<file path="src/rtl/wb_arbiter_pipelined.sv">
// Round-robin arbiter sharing one Wishbone classic-pipelined slave between NM masters.
// Ownership lasts a whole CYC; outstanding strobes are counted and drained after an abort.
module wb_arbiter_pipelined #(
  parameter int NM     = 2,
  parameter int AW     = 16,
  parameter int DW     = 16,
  parameter int MAXOUT = 4
) (
  input  logic                 clk,
  input  logic                 rst,
  input  logic [NM-1:0]        m_cyc,
  input  logic [NM-1:0]        m_stb,
  input  logic [NM-1:0]        m_we,
  input  logic [NM*AW-1:0]     m_adr,
  input  logic [NM*DW-1:0]     m_dat_w,
  output logic [DW-1:0]        m_dat_r,
  output logic [NM-1:0]        m_ack,
  output logic [NM-1:0]        m_stall,
  output logic [NM-1:0]        gnt,
  output logic                 s_cyc,
  output logic                 s_stb,
  output logic                 s_we,
  output logic [AW-1:0]        s_adr,
  output logic [DW-1:0]        s_dat_w,
  input  logic [DW-1:0]        s_dat_r,
  input  logic                 s_ack,
  input  logic                 s_stall
);

  localparam int IW = (NM > 1) ? $clog2(NM) : 1;
  localparam int CW = $clog2(MAXOUT + 1);
  localparam logic [CW-1:0] MAX_CNT = CW'(MAXOUT);
  localparam logic [NM-1:0] ONE_HOT0 = NM'(1);

  typedef enum logic [1:0] {
    IDLE,
    OWN,
    DRAIN
  } state_t;

  state_t        st;
  logic [IW-1:0] own;
  logic [IW-1:0] rr;
  logic [CW-1:0] cnt;

  logic [IW-1:0] pick;
  logic [IW-1:0] cand;
  logic          found;
  logic          accept;
  logic          ack_hit;
  logic [CW-1:0] cnt_nxt;

  function automatic logic [IW-1:0] inc_mod(input logic [IW-1:0] v);
    return (v == IW'(NM - 1)) ? '0 : v + 1'b1;
  endfunction

  // Round-robin search starting at rr, wrapping modulo NM.
  // NOTE: every always_comb output gets a default first so no path can infer a latch.
  always_comb begin
    pick  = rr;
    cand  = rr;
    found = 1'b0;
    for (int k = 0; k < NM; k++) begin
      if (!found && m_cyc[cand]) begin
        pick  = cand;
        found = 1'b1;
      end
      cand = inc_mod(cand);
    end
  end

  // A slave ACK only counts when something is outstanding; stray ACKs at cnt==0 vanish.
  assign accept  = s_stb & ~s_stall;
  assign ack_hit = s_ack & (cnt != '0);
  assign cnt_nxt = cnt + CW'(accept) - CW'(ack_hit);

  assign m_dat_r = s_dat_r;

  always_comb begin
    s_cyc   = 1'b0;
    s_stb   = 1'b0;
    s_we    = 1'b0;
    s_adr   = '0;
    s_dat_w = '0;
    m_ack   = '0;
    m_stall = m_stb;
    case (st)
      OWN: begin
        s_cyc         = m_cyc[own];
        s_stb         = m_stb[own] & (cnt < MAX_CNT);
        s_we          = m_we[own];
        s_adr         = m_adr[own*AW +: AW];
        s_dat_w       = m_dat_w[own*DW +: DW];
        m_stall[own]  = s_stall | (m_stb[own] & (cnt == MAX_CNT));
        m_ack[own]    = ack_hit;
      end
      DRAIN: begin
        // Keep CYC up so the slave can finish the aborted master's strobes.
        s_cyc = 1'b1;
      end
      default: ;
    endcase
  end

  // NOTE: sequential state uses non-blocking assignments so all registers update together.
  always_ff @(posedge clk or posedge rst) begin
    if (rst) begin
      st  <= IDLE;
      own <= '0;
      rr  <= '0;
      cnt <= '0;
      gnt <= '0;
    end else begin
      cnt <= cnt_nxt;
      case (st)
        IDLE: begin
          if (|m_cyc) begin
            own <= pick;
            gnt <= ONE_HOT0 << pick;
            st  <= OWN;
          end
        end
        OWN: begin
          if (!m_cyc[own]) begin
            gnt <= '0;
            if (cnt_nxt == '0) begin
              st <= IDLE;
              rr <= inc_mod(own);
            end else begin
              st <= DRAIN;
            end
          end
        end
        DRAIN: begin
          if (cnt_nxt == '0) begin
            st <= IDLE;
            rr <= inc_mod(own);
          end
        end
        default: st <= IDLE;
      endcase
    end
  end

endmodule

</file>
<file path="config.mk">
export PLATFORM = sky130hd
export DESIGN_NAME = wb_arbiter_pipelined
export DESIGN_NICKNAME = d
export VERILOG_FILES = /design/src/rtl/wb_arbiter_pipelined.sv
export SDC_FILE = /design/constraint.sdc
export NUM_CORES = 1
export LEC_CHECK = 0
export ABC_AREA = 1
export CAP_MARGIN = 20
export CORE_MARGIN = 5
export CORE_UTILIZATION = 27
export CTS_CLUSTER_DIAMETER = 60
export DETAILED_ROUTE_END_ITERATION = 10
export PLACE_DENSITY = 0.82
export SETUP_SLACK_MARGIN = 0.2
export SYNTH_ARGS = -nofsm -noshare
export SYNTH_HDL_FRONTEND = slang
export SYNTH_SLANG_ARGS = --single-unit
</file>
<file path="constraint.sdc">
create_clock -name clk -period 3.2 [get_ports clk]
set_input_delay 0.32 -clock clk [delete_from_list [all_inputs] [get_ports clk]]
set_output_delay 0.32 -clock clk [all_outputs]
set_load 0.01 [all_outputs]
</file>
# Word level (Yosys, flattened, before mapping)
# Index checks and enable logic that the tools add are counted.
[totals]
regBits = 9
inputBits = 90
out_inout_bits = 57
wordCells = 78
[op_classes]
n_addsub = 4
n_lt_le_gt_ge = 5
n_eq_ne = 6
shift = 3
mux = 35
bitwise = 7
n_reduce_logical = 13
[ops]
columns = ["op", "count"]
rows = [
  ["$shiftx A32 B6 Y16", 2],
  ["$mux W16", 2],
  ["$mux W1", 19],
  ["$mux W2", 8],
  ["$lt A1 B2 Y1 const B", 3],
  ["$ne A2 B2 Y1 const B", 3],
  ["$pmux W2 S3", 1],
  ["$reduce_and A3 Y1", 2],
  ["$and A1 B1 Y1", 4],
  ["$pmux W1 S2", 2],
  ["$pmux W2 S2", 1],
  ["$reduce_and A2 Y1", 2],
  ["$reduce_bool A2 Y1", 2],
  ["$add A3 B1 Y3", 1],
  ["$eq A3 B3 Y1 const B", 1],
  ["$logic_not A3 Y1", 1],
  ["$lt A3 B3 Y1 const B", 1],
  ["$reduce_bool A3 Y1", 1],
  ["$sub A3 B1 Y3", 1],
  ["$add A1 B1 Y1 const B", 2],
  ["$and A2 B2 Y2", 1],
  ["$bwmux W2", 1],
  ["$eq A2 B1 Y1 const B", 1],
  ["$eq A2 B2 Y1 const B", 1],
  ["other kinds (9)", 10],
]

# Longest topological paths before layout
# Gate-level depths: netlist of run 1.
[depth]
ltp_word = 11
mapped_depth = 18

# Worst setup path before layout of run 1
# Ideal clock, no wire load.
[synth_path]
kind = "register to register"
from = "register st[1]"
to = "register st[1]"
setup_ns = 0.117
t_arrival_ns = 2.507
t_required_ns = 3.083
path_slack_ns = 0.576
path_stages_with_launch = 17
n_path_buf = 1
synth_period_minus_slack_ns = 2.624
cell_sequence = "dfrtp_1 > inv_1 > ha_1 > buf_2 > nand2_1 > nor2_1 > nand2_1 > ha_1 > inv_1 > ha_1 > fa_1 > nor2_1 > nand3_1 > nand2_1 > nand2_1 > nand2_1 > nand2_1"
[synth_between]
elab_chain_len = 9
elab_cells_between_ends = 15
[synth_lines]
columns = ["item", "line_no", "text"]
rows = [
  ["start: declaration", "41", "state_t st;"],
  ["start signal: assignment", "108", "st <= IDLE;"],
  ["start signal: assignment", "120", "st <= OWN;"],
  ["start signal: assignment", "127", "st <= IDLE;"],
  ["$eq A2 B1 Y1 (*)", "87", "case (st)"],
  ["$mux W1 (*)", "87", ""],
  ["via s_stb", "21", "output logic s_stb,"],
  ["$and A1 B1 Y1 (*)", "73", "assign accept = s_stb & ~s_stall;"],
  ["$add A3 B1 Y3 (*)", "75", "assign cnt_nxt = cnt + CW'(accept) - CW'(ack_hit);"],
  ["$sub A3 B1 Y3 (*)", "75", ""],
  ["via cnt_nxt[1]", "51", "logic [CW-1:0] cnt_nxt;"],
  ["$logic_not A3 Y1 (*)", "126, 135", ""],
  ["$mux W2", "126", "if (cnt_nxt == '0) begin"],
  ["$mux W2", "124", "if (!m_cyc[own]) begin"],
  ["$pmux W2 S3", "115", "case (st)"],
]
# Mark *: on every way through the listed nets, which the timed path passes. The rest lies on a longest branch. The select of a mux whose other input is x is not followed.
# A chain may end at the register's enable or synchronous reset.

# Worst setup path after layout of run 1
[layout_path]
from = "register st[1]"
to = "output port s_cyc"
[layout_between]
elab_chain_len = 2
elab_cells_between_ends = 3
[layout_lines]
columns = ["item", "line_no", "text"]
rows = [
  ["$eq A2 B2 Y1 or $eq A2 B1 Y1 (tied branches)", "87", ""],
  ["$pmux W1 S2 (*)", "87", ""],
  ["end: declaration", "20", "output logic s_cyc,"],
]
# Every way passes the cells marked *; elsewhere a longest branch is shown, timed or not.

==> results of run 1 <==
## metrics by stage
stage,util [%],setup slack (ns),area (sq um),total power [uW]
2_1_floorplan,-,0.576,1220,977
3_3_place_gp,52.3,0.487,2290,1590
3_5_place_dp,52.3,0.399,2290,1620
6_report,53.3,0.435,2340,1750
5_1_grt,53.3,0.235,2340,1890
4_1_cts,53.3,0.395,2340,1770
## worst max-delay path by stage
stage,startpoint,to,slack (ns)
3_5_place_dp,m_stb[1],st[0],0.40
2_1_floorplan,st[1],st[1],0.58
4_1_cts,st[1],s_cyc,0.40
3_3_place_gp,m_stb[1],st[0],0.49
6_report,st[1],s_cyc,0.43
5_1_grt,st[1],s_cyc,0.24
## power by group through the flow
stage / clock network (uW) / logic, uW / registers [uW]
4_1_cts: 138 / 1400 / 232
3_5_place_dp: 0 / 1390 / 233
6_report: 135 / 1390 / 232
2_1_floorplan: 0 / 766 / 211
3_3_place_gp: 0 / 1360 / 232
5_1_grt: 145 / 1510 / 241
## registers in the layout, summed over array words and instances, names as in the netlist
signal  flops
st          2
gnt         2
cnt         3
rr          1
own         1
## synthesized netlist by cell type (all sizes together)
| library cell | n | area, sq um |
|---|---|---|
| dfrtp | 9 | 225 |
| nand4 | 1 | 6.26 |
| inv | 17 | 63.8 |
| o21ai | 8 | 43.8 |
| buf | 27 | 176 |
| a21boi | 1 | 7.51 |
| nand2 | 95 | 357 |
| fa | 1 | 20.0 |
| nor3b | 1 | 7.51 |
| nand3 | 38 | 190 |
| a31oi | 1 | 6.26 |
| a22oi | 1 | 7.51 |
| ha | 5 | 62.6 |
| nor2 | 10 | 47.6 |
## metal layers
metal | vias up | GRT usage [%] | routed length, microns
li1 | 852 | - | -
met1 | 737 | 18.6 | 2010
met2 | 77 | 29.8 | 2660
met3 | 4 | 4.57 | 398
met4 | 0 | 3.61 | 38
met5 | - | 0 | 0
## logic make-up after synthesis
group                      share of synthesized area, %
AOI/OAI and AO/OA                                  5.33
adders and majority gates                          6.76
buffers and inverters                              19.7
DFF                                                18.4
and+or+nand+nor                                    49.8
## cell type report
cell class                 count  area [sq um]
clock buffer                   4          45.0
fill                         423          2050
inverter                      17          63.8
multi-input combinational    162           756
sequential                     9           225
tap                           52          65.1
timing repair buffer         118          1180
==> metrics, run 1 <==
most frequent cells in the layout clkdlybuf4s50_1, nand2_1, nand3_1; fin. max-slew vios 0; CP max stage delay 0.53 ns; unrepaired setup endpoints after global routing no; Pint 932 uW; outcome completed; worst reg2reg path depth 15; Slowest-stage cell, CP clkdlybuf4s50_1; Final ANT Viol Nets 0; Arrival @ worst endpoint 2.45 ns; H-tree depth reported by CTS 1; Die Span Y 77.3 microns; hpwl dp 4.20 mm; worst-margin pin slew 0.415 ns; # Post-CTS Setup Buffers 0; die width 77.3 microns; io pins 147; Cell variety after synth 21; Routed WL 5.11 mm; Core Footprint 0.00438 sq mm; CTS hold repair buffers 0; Num CTS Buffers 3; power per cell area 750 mW/mm^2; r2r endpoint st[1]; maximum fanout along the worst path 16; cell area after synthesis 0.00122 sq mm; number of global-route vias before repair 1590; residual DRC count 0; Ys Warns 0; final-report hold violation count 0; most common cell after layout, fill and taps aside clkdlybuf4s50_1; # rows 24; drt first pass iters 4; max-cap check violation count 0; Setup-failing EPs final 0; CP Launch Type register; Hold Path Class in2async; Syn Nets 311; Seq/Total Area, Yosys 18.4%; Mapped Cells 215; Worst Setup Path Type reg2out; initial antenna violation count 0; layout cells sized above 1 3.87%; Clock Path Buffers 2; leakage 0.00111 uW; sw frac 46.9%; Max transition margin 72.2%; P_sw 822 uW; Final period util 86.4%; RePlAce Congestion 0.821; CP cell instances inv_1 -> ha_1 -> inv_2 -> nor2_4 -> nand2_1 -> nand2_1 -> o21ai_0 -> inv_1 -> clkdlybuf4s50_1; Via density 4.61; #FFs+latches synth 9; Seq pwr share 13.3%; post-route setup TNS 0 ns; die area 0.00597 sq mm; per-cell routed wire length 14.1 microns; n_diodes 0; Bufs and invs on worst path 4; critical path's top delay family buffers and inverters; Crit path depth 9; routed vias 1670; area delta synth->final 91.5%; clock latency on the worst-skew pair 0.23 ns; GRT Residual Overflow 0; Hold Slack 0.346 ns; initial core utilization 27.9%; Reg-to-Reg Start st[1]; CTS Root Cell clkbuf_8; PortBufs 114; Reg2Reg Setup Slack 0.45 ns; clk slew on worst S/H paths 0.05 ns; Fmax 362 MHz; Placed Instances 358; total global-route track usage 16.3%; post-cts sizing count 0; Period minus WS final 2.77 ns; Worst Setup End Kind output port; fin cells 362; Starting DRT DRC Count 56; global-route wire length before repair 8.00 mm; nets 407; largest net degree at the start of global routing 26; Clk network pwr share 7.7%; CTS Sinks 9; Logic pwr share 79.1%; Syn Area/Cell 5.68 sq um; clock skew 0.00283 ns; worst path required time 2.88 ns; Peak VDD IR 0.000524 V; TritonCTS clock tree done
Note: power is estimated with default switching activity, not from simulation.
==> run 2, diff against run 1 <==
--- a/config.mk
+++ b/config.mk
@@ -10,8 +10,10 @@
 export CORE_MARGIN = 5
 export CORE_UTILIZATION = 27
 export CTS_CLUSTER_DIAMETER = 60
+export CTS_CLUSTER_SIZE = 24
 export DETAILED_ROUTE_END_ITERATION = 10
 export PLACE_DENSITY = 0.82
+export REMOVE_ABC_BUFFERS = 1
 export SETUP_SLACK_MARGIN = 0.2
 export SYNTH_ARGS = -nofsm -noshare
 export SYNTH_HDL_FRONTEND = slang
==> metrics, run 2 (same netlist as run 1, synthesis figures left out) <==
outcome completed; Final period util 85.5% (-0.93 points); initial antenna violation count 0 (unchanged); clock skew 0.00355 ns (+0.000727 ns); FILL cells 445 (+5.2%); die area 0.00597 sq mm (unchanged); most frequent cells in the layout clkdlybuf4s50_1, nand2_1, nand3_1; worst-margin pin slew 0.392 ns (-0.0229 ns); largest net degree at the start of global routing 33 (+27%); worst path required time 2.88 ns (about the same); Setup-failing EPs final 0 (unchanged); most common cell after layout, fill and taps aside clkdlybuf4s50_1; layout cells sized above 1 3.87% (unchanged); routed vias 1708 (+2.3%); max-cap check violation count 0 (unchanged); Worst Setup Path Type reg2out; hpwl dp 4.24 mm (+0.78%); global-route wire length before repair 8.09 mm (+1.1%); Via density 4.72 (+2.3%); r2r endpoint st[0]; nets 407 (unchanged); Peak VDD IR 0.000389 V (-26%); Num CTS Buffers 3 (unchanged); multi-input gate area in the final layout 756 sq um (unchanged); Pint 929 uW (-0.34%); Reg2Reg Setup Slack 0.48 ns (+0.03 ns); # rows 24 (unchanged); Max transition margin 73.8% (+1.5 points); post-cts sizing count 0 (unchanged); drt first pass iters 4 (unchanged); CTS Root Cell clkbuf_8; residual DRC count 0 (unchanged); unrepaired setup endpoints after global routing no; maximum fanout along the worst path 15 (-1); # Post-CTS Setup Buffers 0 (unchanged); CP cell instances inv_1 -> ha_1 -> inv_2 -> nor2_4 -> nand2_1 -> nand2_1 -> o21ai_0 -> inv_1 -> clkdlybuf4s50_1; Period minus WS final 2.74 ns (-0.0298 ns); Arrival @ worst endpoint 2.42 ns (-0.03 ns); Routed WL 5.20 mm (+1.7%); CP max stage delay 0.54 ns (about the same); io pins 147 (unchanged); leakage 0.00111 uW (unchanged); Setup WS post-layout 0.465 ns (+0.0298 ns); n_diodes 0 (unchanged); biggest regs cnt x3, gnt x2, st x2; Hold Path Class in2async; sw frac 46.4% (-0.43 points); clk slew on worst S/H paths 0.05 ns (about the same); Logic pwr share 79.9% (+0.8 points); Most flops, register cnt; clock latency on the worst-skew pair 0.23 ns (about the same); Finished Cell Area 0.00234 sq mm (unchanged); post-route setup TNS 0 ns (unchanged); total global-route track usage 16.4% (+0.068 points); CTS hold repair buffers 0 (unchanged); Seq pwr share 12.7% (-0.6 points); Slowest-stage cell, CP clkdlybuf4s50_1; Clk network pwr share 7.5% (-0.2 points); Placed Area 0.00229 sq mm (unchanged); dpl ws 0.419 ns (+0.0207 ns); Core Footprint 0.00438 sq mm (unchanged); Reg area 225 sq um (unchanged); CTS Sinks 9 (unchanged); Starting DRT DRC Count 71 (+27%); per-cell routed wire length 14.4 microns (+1.7%); Reg-to-Reg Start st[1]; die width 77.3 microns (unchanged); GRT Residual Overflow 0 (unchanged); Die Span Y 77.3 microns (unchanged); PortBufs 114 (unchanged); max FFs per register 3 (unchanged); Final ANT Viol Nets 0 (unchanged); final-report hold violation count 0 (unchanged); worst reg2reg path depth 15 (unchanged); P_sw 805 uW (-2.1%); CP Launch Type register; number of global-route vias before repair 1600 (+0.63%); H-tree depth reported by CTS 1 (unchanged); initial core utilization 27.9% (unchanged); area delta synth->final 91.5% (unchanged); Clock Path Buffers 2 (unchanged); TritonCTS clock tree done; fin. max-slew vios 0 (unchanged); Worst Setup End Kind output port; Fmax 366 MHz (+1.1%); power per cell area 742 mW/mm^2 (-1.1%); crit path from st[1]; RePlAce Congestion 0.802 (-2.4%)
run 2: cell counts in the layout (fill, tap and decap cells not counted):
Identical to the previous run, type by type.
run 2: layout make-up:
cell class	instances	share of cell area, %
inverter	17	2.73
multi-input combinational	162	32.3
sequential	9	9.63
timing repair buffer	118	50.6
clock buffer	4	1.93
tap	52	2.78
run 2: worst max-delay path: cells and delay by family (launching register included):
family	cells	cell delay, ns
buf+inv	4	0.79
simple gates	3	0.54
flops	1	0.39
fa+ha+maj	1	0.36
compound gates	1	0.09
run 2: metal layers:
metal	vias to the layer above	GRT usage [%]	routed length, microns	share of wire, %
met3	4	7.96	599	12
met2	95	27.2	2460	47
met4	0	2.23	23	0.44
met1	757	19.5	2110	41
li1	852	-	-	-
met5	-	0	0	0
run 2: power groups by stage:
stage	Combinational, uW	Sequential [uW]	Clock, uW
2_1_floorplan	649	253	0
3_3_place_gp	1370	219	0
3_5_place_dp	1400	219	0
4_1_cts	1400	219	134
5_1_grt	1520	230	141
6_report	1380	220	129
run 2: worst max path at each step:
stage | endpoint | slack [ns] | cells after the start
4_1_cts | s_cyc | 0.41 | 9
6_report | s_cyc | 0.46 | 9
5_1_grt | s_cyc | 0.22 | 9
2_1_floorplan | st[1] | 0.08 | 15
3_5_place_dp | st[0] | 0.42 | 16
3_3_place_gp | st[1] | 0.51 | 16
run 2: through the flow:
step	util (%)	hold slack [ns]	power, uW	instances
after floorplan	-	0.148	902	188
after global placement	52.3	0.473	1590	358
after detailed placement	52.3	0.478	1620	358
after CTS	53.3	0.369	1760	362
after global routing	53.3	0.394	1890	362
final	53.3	0.354	1730	362
==> run 3, diff against run 2 <==
--- a/config.mk
+++ b/config.mk
@@ -5,16 +5,18 @@
 export SDC_FILE = /design/constraint.sdc
 export NUM_CORES = 1
 export LEC_CHECK = 0
-export ABC_AREA = 1
 export CAP_MARGIN = 20
+export CELL_PAD_IN_SITES_DETAIL_PLACEMENT = 0
+export CELL_PAD_IN_SITES_GLOBAL_PLACEMENT = 2
 export CORE_MARGIN = 5
-export CORE_UTILIZATION = 27
+export CORE_UTILIZATION = 12
 export CTS_CLUSTER_DIAMETER = 60
 export CTS_CLUSTER_SIZE = 24
 export DETAILED_ROUTE_END_ITERATION = 10
-export PLACE_DENSITY = 0.82
+export PLACE_DENSITY_LB_ADDON = 0.1
 export REMOVE_ABC_BUFFERS = 1
 export SETUP_SLACK_MARGIN = 0.2
+export SLEW_MARGIN = 25
 export SYNTH_ARGS = -nofsm -noshare
 export SYNTH_HDL_FRONTEND = slang
 export SYNTH_SLANG_ARGS = --single-unit
==> metrics, run 3 <==
Core Footprint 0.0102 sq mm (+130%); fin util 24.3% (-29 points); Max transition margin 54.1% (-20 points); CP cell instances inv_2 -> ha_2 -> inv_2 -> nor3_2 -> nand2b_1 -> ha_1 -> inv_1 -> ha_1 -> fa_1 -> xnor3_1 -> or3_1 -> a21oi_2 -> buf_4 -> o21ai_2; Top FF cell, synth dfrtp_1; dominant cell type by area after synthesis mux2i_1; Syn Area/Cell 7.88 sq um (+39%); clk slew on worst S/H paths 0.05 ns (about the same); Seq/Total Area, Yosys 18.2% (-0.24 points); GRT Residual Overflow 0 (unchanged); Reg2Reg Setup Slack 0.39 ns (-0.09 ns); Synth top cells by count nor2_1, mux2i_1, buf_4; Peak VDD IR 0.000243 V (-38%); die area 0.0124 sq mm (+110%); Hold Path Class in2async; number of global-route vias before repair 1501 (-6.2%); hpwl dp 4.80 mm (+13%); fin. max-slew vios 0 (unchanged); most common cell after layout, fill and taps aside clkdlybuf4s50_1; Hold Slack 0.352 ns (-0.00263 ns); Worst Setup End Kind register; Most flops, register cnt; # rows 37 (+54%); Setup-failing EPs final 0 (unchanged); max-cap check violation count 0 (unchanged); Bufs and invs on worst path 4 (unchanged); Total Power 1800 uW (+3.9%); #FFs+latches synth 9 (unchanged); io pins 147 (unchanged); Slowest-stage cell, CP dfrtp_1; per-cell routed wire length 15.1 microns (+5.4%); Setup WS post-layout 0.388 ns (-0.0767 ns); TritonCTS clock tree done; max FFs per register 3 (unchanged); routed vias 1453 (-15%); die width 112 microns (+44%); Die Span Y 112 microns (+44%); CTS Root Cell clkbuf_8; layout cells sized above 1 6.69% (+2.8 points); dpl ws 0.132 ns (-0.287 ns); Synth top area share 29.1% (-0.080 points); CTS hold repair buffers 0 (unchanged); Clock Path Buffers 2 (unchanged); fin cells 390 (+7.7%); final-report hold violation count 0 (unchanged); nets 351 (-14%); n_diodes 0 (unchanged); Num CTS Buffers 3 (unchanged); worst-margin pin slew 0.688 ns (+0.296 ns); Placed Instances 385 (+7.5%); unrepaired setup endpoints after global routing no; Cell variety after synth 31 (+48%); Mapped Cells 157 (-27%); Starting DRT DRC Count 41 (-42%); worst path required time 3.33 ns (+0.45 ns); most common cell in the netlist nor2_1; dominant cells by area after synthesis mux2i_1, dfrtp_1, nor2_1; cell area after synthesis 0.00124 sq mm (+1.3%); critical path's top delay family adder cells; RePlAce Congestion 0.719 (-10%); Async SR Flop Fraction 100% (unchanged); biggest regs cnt x3, gnt x2, st x2; Final ANT Viol Nets 0 (unchanged); initial core utilization 12.1% (-16 points); maximum fanout along the worst path 3 (-12); initial antenna violation count 0 (unchanged); H-tree depth reported by CTS 1 (unchanged); outcome completed; clock skew 0.00601 ns (+0.00245 ns); CP max stage delay 0.39 ns (-0.15 ns); Via density 3.73 (-21%); CP Launch Type register; number of flops mapped to enable cells by yosys 0 (unchanged); power per cell area 728 mW/mm^2 (-1.8%); Routed WL 5.90 mm (+14%); global-route wire length before repair 8.85 mm (+9.4%); largest net degree at the start of global routing 42 (+27%); drt first pass iters 4 (unchanged); most frequent cells in the layout clkdlybuf4s50_1, nor2_1, mux2i_1; Fmax 356 MHz (-2.7%); CTS Sinks 9 (unchanged); Worst Setup Path Type reg2reg; residual DRC count 0 (unchanged); Arrival @ worst endpoint 2.94 ns (+0.52 ns); total global-route track usage 8.95% (-7.5 points); Ys Warns 0 (unchanged); area delta synth->final 100%; PortBufs 114 (unchanged); leakage 0.00108 uW (-2.8%); Final period util 87.9% (+2.4 points); Period minus WS final 2.81 ns (+0.0767 ns); clock latency on the worst-skew pair 0.23 ns (about the same)
run 3: cell count changes in the layout (fill, tap and decap cells not counted), moves of 6 or more:
cell     previous run  this run
nand2_1            95         7
inv_1              15         9
nand3_1            38         3
nor2_1              8        37
mux2i_1             0        36
run 3: what timing repair did:
item | in CTS | in global routing
gates resized for setup | 0 | 3
endpoints found under the setup margin | 0 | 1
setup buffers | 0 | 1
run 3: worst register-to-register path: stages, from the launching register on:
cell      delay (ns)
dfrtp_1         0.39
inv_2           0.09
ha_2            0.19
inv_2           0.04
nor3_2          0.17
nand2b_1        0.09
ha_1            0.27
inv_1           0.04
ha_1            0.18
fa_1            0.37
xnor3_1         0.22
or3_1           0.33
a21oi_2         0.17
buf_4           0.13
o21ai_2         0.04
run 3: kinds of logic after synthesis:
group           after synthesis  share of synthesized area [%]
simple gates                 55                           18.7
buf+inv                      37                           16.7
fa+ha+maj                     6                           6.67
flops                         9                           18.2
xor+xnor                      1                           1.82
compound gates               12                           7.58
mux                          37                           30.3
run 3: layout make-up:
class / instances / area (sq um)
fillers: 1121 / 7710
inverters: 11 / 41.3
repair buffers: 119 / 1180
well taps: 136 / 170
multi-input cells: 111 / 813
flip-flops and latches: 9 / 226
clock buffers: 4 / 45.0
run 3: through the flow:
step                TNS, ns  area (sq um)
floorplan             -1.72          1070
global placement          0          2410
detailed placement        0          2410
global route              0          2470
CTS                       0          2460
finish                    0          2470
run 3: path summary, 6_finish.rpt:
| check | end | start | cells after the start |
|---|---|---|---|
| setup / recovery | st[1] | st[1] | 14 |
| hold / removal | gnt[0] | rst | 2 |
| setup reg to reg | st[1] | st[1] | 14 |
| hold reg to reg | gnt[0] | gnt[0] | 2 |
| max in group asynchronous | own | rst | 2 |
| min in group clk | gnt[0] | gnt[0] | 2 |
run 3: per-layer routing:
layer | up-vias | wire (microns) | GRT usage (%)
met5 | - | 0 | 0
met4 | 0 | 17 | 1.70
met3 | 2 | 604 | 3.59
met2 | 103 | 2490 | 14.0
met1 | 645 | 2790 | 11.8
li1 | 703 | - | -
run 3: power by group:
part | switching [uW] | total [uW] | internal, uW
clock | 46.1 | 133 | 86.9
sequential | 52.0 | 226 | 174
combinational | 678 | 1440 | 764
total | 776 | 1800 | 1030
